**src/rtl/z16_dmem_arbiter_if.sv**
```systemverilog
// Bus bundle between the Z16 data-memory arbiter, its two requesters and the memory.
// Handshake: req is valid and gnt is ready; a transfer happens in any cycle with req & gnt,
// and a requester holds req/we/addr/wdata stable until it sees gnt.
interface z16_dmem_arbiter_if #(
  parameter int ADDR_W = 16,
  parameter int DATA_W = 16
);
  logic              i_req0, i_req1;
  logic              i_we0, i_we1;
  logic [ADDR_W-1:0] i_addr0, i_addr1;
  logic [DATA_W-1:0] i_wdata0, i_wdata1;
  logic              o_gnt0, o_gnt1;
  logic              o_rvalid0, o_rvalid1;
  logic [DATA_W-1:0] o_rdata0, o_rdata1;
  logic              o_cpu_stall;
  logic              o_mem_en;
  logic              o_mem_wen;
  logic [ADDR_W-1:0] o_mem_addr;
  logic [DATA_W-1:0] o_mem_wdata;
  logic [DATA_W-1:0] i_mem_rdata;

  modport master (
    output i_req0, i_req1, i_we0, i_we1, i_addr0, i_addr1, i_wdata0, i_wdata1, i_mem_rdata,
    input  o_gnt0, o_gnt1, o_rvalid0, o_rvalid1, o_rdata0, o_rdata1, o_cpu_stall,
           o_mem_en, o_mem_wen, o_mem_addr, o_mem_wdata
  );

  modport slave (
    input  i_req0, i_req1, i_we0, i_we1, i_addr0, i_addr1, i_wdata0, i_wdata1, i_mem_rdata,
    output o_gnt0, o_gnt1, o_rvalid0, o_rvalid1, o_rdata0, o_rdata1, o_cpu_stall,
           o_mem_en, o_mem_wen, o_mem_addr, o_mem_wdata
  );
endinterface

```
**src/rtl/z16_dmem_arbiter.sv**
```systemverilog
// Two-port arbiter for the Z16 single-port data memory: same-cycle grant, one command per
// cycle, one-cycle read return routed to the port that issued the read.
module z16_dmem_arbiter #(
  parameter int ADDR_W     = 16,
  parameter int DATA_W     = 16,
  parameter int FIXED_PRIO = 0,
  parameter int MAX_BURST  = 4
) (
  input  logic            i_clk,
  input  logic            i_rst,
  z16_dmem_arbiter_if.slave bus
);
  localparam logic [3:0] BURST_LIM = 4'(MAX_BURST);

  logic       last_q, last_d;
  logic [3:0] burst_q, burst_d;
  logic [1:0] rd_own_q, rd_own_d;
  logic       gnt0, gnt1;
  logic       tie_pick1;

  // Tie-break: once the last owner has used its burst allowance the other port wins,
  // even if the counter ran past the limit while it was the only requester.
  always_comb begin
    tie_pick1 = ~last_q;
    if (burst_q < BURST_LIM && FIXED_PRIO != 0) begin
      tie_pick1 = 1'b0;
    end
    gnt0 = 1'b0;
    gnt1 = 1'b0;
    if (!i_rst) begin
      if (bus.i_req0 && bus.i_req1) begin
        gnt1 = tie_pick1;
        gnt0 = ~tie_pick1;
      end else begin
        gnt0 = bus.i_req0;
        gnt1 = bus.i_req1;
      end
    end
  end

  always_comb begin
    bus.o_mem_en    = gnt0 | gnt1;
    bus.o_mem_wen   = 1'b0;
    bus.o_mem_addr  = '0;
    bus.o_mem_wdata = '0;
    if (gnt0) begin
      bus.o_mem_wen   = bus.i_we0;
      bus.o_mem_addr  = bus.i_addr0;
      bus.o_mem_wdata = bus.i_wdata0;
    end else if (gnt1) begin
      bus.o_mem_wen   = bus.i_we1;
      bus.o_mem_addr  = bus.i_addr1;
      bus.o_mem_wdata = bus.i_wdata1;
    end
  end

  always_comb begin
    last_d   = last_q;
    burst_d  = 4'd0;
    rd_own_d = {gnt1 & ~bus.i_we1, gnt0 & ~bus.i_we0};
    if (gnt0 || gnt1) begin
      if (gnt1 == last_q) begin
        burst_d = (burst_q == 4'hF) ? 4'hF : burst_q + 4'd1;
      end else begin
        last_d  = gnt1;
        burst_d = 4'd1;
      end
    end
  end

  always_ff @(posedge i_clk) begin
    if (i_rst) begin
      last_q   <= 1'b1;
      burst_q  <= 4'd0;
      rd_own_q <= 2'b00;
    end else begin
      last_q   <= last_d;
      burst_q  <= burst_d;
      rd_own_q <= rd_own_d;
    end
  end

  // Gating with reset drops a read return that was already in flight when reset arrived.
  assign bus.o_gnt0      = gnt0;
  assign bus.o_gnt1      = gnt1;
  assign bus.o_rvalid0   = rd_own_q[0] & ~i_rst;
  assign bus.o_rvalid1   = rd_own_q[1] & ~i_rst;
  assign bus.o_rdata0    = bus.i_mem_rdata;
  assign bus.o_rdata1    = bus.i_mem_rdata;
  assign bus.o_cpu_stall = bus.i_req0 & ~gnt0;
endmodule

```
**src/flat_wrapper.sv**
```systemverilog
// flat-port wrapper written by rule: the top's interface ports become plain ports
module z16_dmem_arbiter_flat 
#(
  parameter int ADDR_W     = 16,
  parameter int DATA_W     = 16,
  parameter int FIXED_PRIO = 0,
  parameter int MAX_BURST  = 4
)
  (i_clk, i_rst, bus_i_req0, bus_i_req1, bus_i_we0, bus_i_we1, bus_i_addr0, bus_i_addr1, bus_i_wdata0, bus_i_wdata1, bus_i_mem_rdata, bus_o_gnt0, bus_o_gnt1, bus_o_rvalid0, bus_o_rvalid1, bus_o_rdata0, bus_o_rdata1, bus_o_cpu_stall, bus_o_mem_en, bus_o_mem_wen, bus_o_mem_addr, bus_o_mem_wdata);
  z16_dmem_arbiter_if #(.ADDR_W(ADDR_W), .DATA_W(DATA_W)) bus_i ();
  input  logic i_clk;
  input  logic i_rst;
  input wire logic [$bits(bus_i.i_req0)-1:0] bus_i_req0;
  input wire logic [$bits(bus_i.i_req1)-1:0] bus_i_req1;
  input wire logic [$bits(bus_i.i_we0)-1:0] bus_i_we0;
  input wire logic [$bits(bus_i.i_we1)-1:0] bus_i_we1;
  input wire logic [$bits(bus_i.i_addr0)-1:0] bus_i_addr0;
  input wire logic [$bits(bus_i.i_addr1)-1:0] bus_i_addr1;
  input wire logic [$bits(bus_i.i_wdata0)-1:0] bus_i_wdata0;
  input wire logic [$bits(bus_i.i_wdata1)-1:0] bus_i_wdata1;
  input wire logic [$bits(bus_i.i_mem_rdata)-1:0] bus_i_mem_rdata;
  output wire logic [$bits(bus_i.o_gnt0)-1:0] bus_o_gnt0;
  output wire logic [$bits(bus_i.o_gnt1)-1:0] bus_o_gnt1;
  output wire logic [$bits(bus_i.o_rvalid0)-1:0] bus_o_rvalid0;
  output wire logic [$bits(bus_i.o_rvalid1)-1:0] bus_o_rvalid1;
  output wire logic [$bits(bus_i.o_rdata0)-1:0] bus_o_rdata0;
  output wire logic [$bits(bus_i.o_rdata1)-1:0] bus_o_rdata1;
  output wire logic [$bits(bus_i.o_cpu_stall)-1:0] bus_o_cpu_stall;
  output wire logic [$bits(bus_i.o_mem_en)-1:0] bus_o_mem_en;
  output wire logic [$bits(bus_i.o_mem_wen)-1:0] bus_o_mem_wen;
  output wire logic [$bits(bus_i.o_mem_addr)-1:0] bus_o_mem_addr;
  output wire logic [$bits(bus_i.o_mem_wdata)-1:0] bus_o_mem_wdata;
  assign bus_i.i_req0 = bus_i_req0;
  assign bus_i.i_req1 = bus_i_req1;
  assign bus_i.i_we0 = bus_i_we0;
  assign bus_i.i_we1 = bus_i_we1;
  assign bus_i.i_addr0 = bus_i_addr0;
  assign bus_i.i_addr1 = bus_i_addr1;
  assign bus_i.i_wdata0 = bus_i_wdata0;
  assign bus_i.i_wdata1 = bus_i_wdata1;
  assign bus_i.i_mem_rdata = bus_i_mem_rdata;
  assign bus_o_gnt0 = bus_i.o_gnt0;
  assign bus_o_gnt1 = bus_i.o_gnt1;
  assign bus_o_rvalid0 = bus_i.o_rvalid0;
  assign bus_o_rvalid1 = bus_i.o_rvalid1;
  assign bus_o_rdata0 = bus_i.o_rdata0;
  assign bus_o_rdata1 = bus_i.o_rdata1;
  assign bus_o_cpu_stall = bus_i.o_cpu_stall;
  assign bus_o_mem_en = bus_i.o_mem_en;
  assign bus_o_mem_wen = bus_i.o_mem_wen;
  assign bus_o_mem_addr = bus_i.o_mem_addr;
  assign bus_o_mem_wdata = bus_i.o_mem_wdata;
  z16_dmem_arbiter #(.ADDR_W(ADDR_W), .DATA_W(DATA_W), .FIXED_PRIO(FIXED_PRIO), .MAX_BURST(MAX_BURST)) u_core (.i_clk(i_clk), .i_rst(i_rst), .bus(bus_i));
endmodule
```
**config.mk**
```make
export PLATFORM = sky130hd
export DESIGN_NAME = z16_dmem_arbiter_flat
export DESIGN_NICKNAME = d
export VERILOG_FILES = /design/src/rtl/z16_dmem_arbiter_if.sv /design/src/rtl/z16_dmem_arbiter.sv /design/src/flat_wrapper.sv
export SDC_FILE = /design/constraint.sdc
export NUM_CORES = 1
export LEC_CHECK = 0
export CAP_MARGIN = 20
export CORE_AREA = 2 2 72 74
export CTS_BUF_LIST = sky130_fd_sc_hd__clkbuf_4 sky130_fd_sc_hd__clkbuf_8
export CTS_CLUSTER_DIAMETER = 150
export DETAILED_ROUTE_END_ITERATION = 10
export DIE_AREA = 0 0 74 76
export PLACE_DENSITY = 0.74
export SLEW_MARGIN = 20
export SYNTH_ARGS = -nofsm -noshare
export SYNTH_HDL_FRONTEND = slang
export SYNTH_SLANG_ARGS = --single-unit
```
**constraint.sdc**
```tcl
create_clock -name i_clk -period 1.24 [get_ports i_clk]
set_input_delay 0.248 -clock i_clk [delete_from_list [all_inputs] [get_ports i_clk]]
set_output_delay 0.248 -clock i_clk [all_outputs]
set_load 0.1 [all_outputs]
```
* Word level (Yosys, flattened, before mapping)
Cells that the tools add are included.
** Cells by class
- Multiplexer cells :: 10
- Reductions and logical operators :: 3
- Shift-type cells :: 0
- $lt $le $gt $ge :: 0
- Multiply operators :: 0
- Equality and inequality tests :: 1
- Add/sub/neg operators :: 0
- Bitwise logic cells :: 12
- Divide/modulo/power cells :: 0
** Operator list (count)
- $mux 16 :: 4
- $mux 1 :: 6
- $not 1->1 :: 6
- $and 1x1->1 :: 5
- $reduce_and 2->1 :: 1
- $eq 1x1->1 :: 1
- $logic_and 1x1->1 :: 1
- $logic_or 1x1->1 :: 1
- $or 1x1->1 :: 1
** Storage, ports and cells
- Bits of input ports :: 86
- Latch bits :: 0
- Output and inout bits :: 71
- Word-level logic and storage cells :: 28
- Memories :: 0
- Flip-flop bits (word level) :: 3
- Memory bits (writable) :: 0
- Memory bits (read-only) :: 0

* Depth between registers and ports, before layout
- Depth in word-level cells :: 6
- Mapped depth :: 5
- Mapped depth without buffers :: 3

* Least setup slack after synthesis
OpenSTA, ideal clock, no wires.
- Path kind :: flip-flop to output port
- From :: register u_core.last_q
- To :: output bus_o_cpu_stall
- Stages on the path, launching flop included :: 5
- Arrival :: 2935 ps
- Data required time :: 992 ps
- Setup slack :: -1943 ps
- Path buffers :: 2
- Cell sequence :: dfxtp_1 -> nand2b_1 -> buf_6 -> buf_8 -> a21boi_0
** Between the ends
- Cells in the longest elaborated chain, start to end :: 4
** Ends and longest elaborated chain
- from (decl) :: RTL line z16_dmem_arbiter.sv:15 : logic last_q, last_d;
- from (signal assigned) :: RTL line z16_dmem_arbiter.sv:77 : last_q <= last_d;
- $mux 1 :: RTL line z16_dmem_arbiter.sv:31 : if (bus.i_req0 && bus.i_req1) begin
- $mux 1 :: RTL line z16_dmem_arbiter.sv:30 : if (!i_rst) begin
- $not 1->1 :: RTL line z16_dmem_arbiter.sv:90 : assign bus.o_cpu_stall = bus.i_req0 & ~gnt0;
- $and 1x1->1 :: RTL line z16_dmem_arbiter.sv:90
- to (decl) :: RTL line flat_wrapper.sv:28 : output wire logic [$bits(bus_i.o_cpu_stall)-1:0] bus_o_cpu_stall;
No other way between the ends.

* Worst setup path in the final report
- From :: register u_core.last_q
- To :: output bus_o_mem_addr[6]
** Between the ends
- Cells in the longest elaborated chain, start to end :: 5
- Elaborated cells between the ends (all ways) :: 7
- Classes of those cells :: mux (6); bitwise (1)
** Ends and longest elaborated chain
- $not 1->1 :: RTL line z16_dmem_arbiter.sv:24 : tie_pick1 = ~last_q;
- $mux 1 :: RTL line z16_dmem_arbiter.sv:31
- $mux 1 :: RTL line z16_dmem_arbiter.sv:30
- $mux 16 :: RTL line z16_dmem_arbiter.sv:50 : end else if (gnt1) begin
- $mux 16 * :: RTL line z16_dmem_arbiter.sv:46 : if (gnt0) begin
- to (decl) :: RTL line flat_wrapper.sv:31 : output wire logic [$bits(bus_i.o_mem_addr)-1:0] bus_o_mem_addr;
Every way passes the cells marked *; elsewhere a longest branch is shown, timed or not.

==> flow_summary.yaml <==
outcome:
  status: "complete, but fails checks"
  violations: "setup timing"
global_routing:
  grt_max_degree: 20
  grt-ovfl-total: 0
  grt_pass1_vias: 1476
  antenna_found_initial: 0
  grt_pass1_wl_mm: 7.410
  grtUsageTotal_pct: 16.49
die:
  die_h_um: 76
  row_count: 26
  dieArea_um2: 5624
  num_io_pins: 157
  die_width_um: 74
  coreArea_um2: 4912
  start_util_pct: 18.90
sta:
  setup_viol: 36
  tightest_slew_ns: 0.3199
  skew_ns: 0.001019
  period_needed_ns: 1.677
  fin_tns_setup_ns: -14.15
  hold_violations: 0
  maxSlewHeadroom_pct: 78.68
  fmax_mhz: 596.3
  rsz0062_at_grt: "yes"
  fin_crit_sh_pct: 135.2
  setup_slack_ns: -0.4369
  hold_slack_ns: 0.3426
  drv_slew: 0
synthesis:
  ys_ff_latch: 3
  avgSynthCellArea_um2: 6.980
  yosys.area.top_type: "a32oi_1"
  syn_area_um2: 928.4
  yosysWarnings: 0
  synth_cells: 133
  synth-main-ff-cell: "dfxtp_1"
  async_flop_share_pct: 0
  yosysTopAreaCellShare_pct: 31.13
  ys_seq_area_share_pct: 6.469
  yosys-top-cells-area: "a32oi_1, buf_4, nor2_1"
  synth_edf_count: 0
  synthDistinctLibCells: 18
  yosys.cell_count.top_type: "nor2_1"
  syn_nets: 219
  synth_common_cells: "nor2_1, buf_4, a32oi_1, nand2_1"
critical_path:
  critPathCaptureType: "output pin"
  crit_arrival_ns: 1.43
  cp-start-kind: "register"
  worstPathMaxFanout: 16
  crit_cells: 5
  crit_family: "buffers and inverters"
  worst-path-buf-inv: 2
  cp_slowest_stage_delay_ns: 0.33
  worstSetupPathType: "register to output pin"
  cp.required_ns: 0.99
  path_cells: "nand2b_4 -> buf_12 -> a32oi_2 -> nor2_4 -> buf_12"
  critPathSlowestCell: "dfxtp_2"
  reg2reg_depth: 5
  cpMostUsedCell: "buf_12"
layout:
  postLayoutCoreUtil_pct: 66.79
  drive_gt1_share_pct: 67.42
  diodes: 0
  fillers: 345
  fin_area_um2: 3281
  fin_nets: 308
  syn2layout_area_growth_pct: 253.4
job:
  maxCapViolCount: 0
clocking:
  clockBufferDepth: 2
  cts.sink_count: 3
  clk_pin_slew_ns: 0.03
  clk_latency_ns: 0.22
  root_buffer: "clkbuf_8"
  htree_levels: 1
  cts_tree: "yes"
  cts_buffers: 3
min_path:
  whs_path_depth: 3
  hp-class: "primary input to register"
routing:
  postRouteWirelength_mm: 5.028
  vias: 1366
  drc: 0
  drtIter0Drc: 49
  first_pass_iters: 4
  wl_per_cell_um: 17.28
  avgViaCountPerCell: 4.694
  postRouteAntennaNets: 0
power_and_ir_drop:
  p_leak_nw: 1.094
  vdd_ir_drop_max_uv: 688.4
  power_w: 0.002249
  powerDensity_nw_per_um2: 685.4
place:
  port_buffers: 108
  gp_congestion: 0.6513
  placed_area_um2: 2664
  hpwl_mm: 3.288
-- worst register-to-register path, cell delays in order (launching register included) --
cell and delay [ns]:
dfxtp_2 0.35, nand2b_4 0.19, buf_12 0.19, nand2_4 0.08, buf_4 0.13, nor3_2 0.08
-- power by group --
group          total (W)  internal [W]  switching (W)  leakage [nW]
logic            0.00183      0.000798        0.00103          1.04
registers       0.000106      0.000103     0.00000365        0.0244
clock network   0.000317      0.000242      0.0000750        0.0262
total            0.00225       0.00114        0.00111          1.09
-- cell type report --
type / instances / area, um2 / area share (%)
repair buffers: 131 / 1843 / 56.18
multi-input cells: 82 / 1236 / 37.68
well taps: 70 / 87.58 / 2.670
flip-flops and latches: 3 / 61.31 / 1.869
clock buffers: 4 / 48.80 / 1.487
inverters: 1 / 3.754 / 0.1144
-- state kept, by name, indices dropped and copies added, names as in the netlist --
name	flops
u_core.rd_own_q	2
u_core.last_q	1
-- layout by cell type (no fill, tap or decap) --
cell / netlist / layout
clkdlybuf4s50_1: 0 / 66
buf_12: 0 / 46
nor2_4: 0 / 37
a32oi_2: 0 / 20
a32oi_4: 0 / 13
buf_4: 36 / 7
buf_6: 1 / 6
nand2_4: 0 / 3
clkbuf_8: 0 / 3
clkbuf_16: 0 / 3
a21boi_4: 1 / 2
nor2b_4: 0 / 2
buf_16: 0 / 2
dfxtp_1: 3 / 2
nand2b_4: 0 / 1
inv_1: 1 / 1
o21ai_0: 1 / 1
nand2_1: 4 / 1
nor3_2: 1 / 1
nor3_1: 1 / 1
clkbuf_4: 0 / 1
clkdlybuf4s15_2: 0 / 1
dfxtp_2: 0 / 1
-- metal layers --
metal	wire, um	track usage [%]	vias to the layer above
met5	0	0	-
met4	40	3.091	0
met3	478	5.026	10
met2	2846	31.96	75
met1	1662	16.75	644
li1	-	-	637
-- cell families (layout without fill, tap and decap cells) --
kind of cell	Yosys count	count (layout)	synth area share, %
DFF	3	3	6.469
buffers and inverters	48	136	38.81
AOI/OAI and AO/OA	36	36	34.50
and+or+nand+nor	46	46	20.21
-- repair_timing --
item                                    in CTS  in global routing
hold buffers                                 0                  0
buffers inserted                             5                  0
resized for setup                           45                 20
endpoints found under the setup margin      40                 37
pin swaps                                    6                 12
gates cloned                                 2                  3
-- path summary, 6_finish.rpt --
check | start | to | slack, ns
min reg2reg | u_core.last_q$_SDFFE_PP1P_ | u_core.last_q$_SDFFE_PP1P_ | 0.69
max | u_core.last_q$_SDFFE_PP1P_ | bus_o_mem_addr[6] | -0.44
max reg2reg | u_core.last_q$_SDFFE_PP1P_ | u_core.rd_own_q[0]$_SDFF_PP0_ | 0.16
min | i_rst | u_core.last_q$_SDFFE_PP1P_ | 0.34
-- through the flow --
step / worst slack [ns] / instances
4_1_cts: -0.4233 / 288
5_1_grt: -0.4764 / 291
6_report: -0.4369 / 291
2_1_floorplan: -0.3509 / 133
3_3_place_gp: -0.6811 / 277
3_5_place_dp: -0.7063 / 277
(Power assumes the default switching activity.)
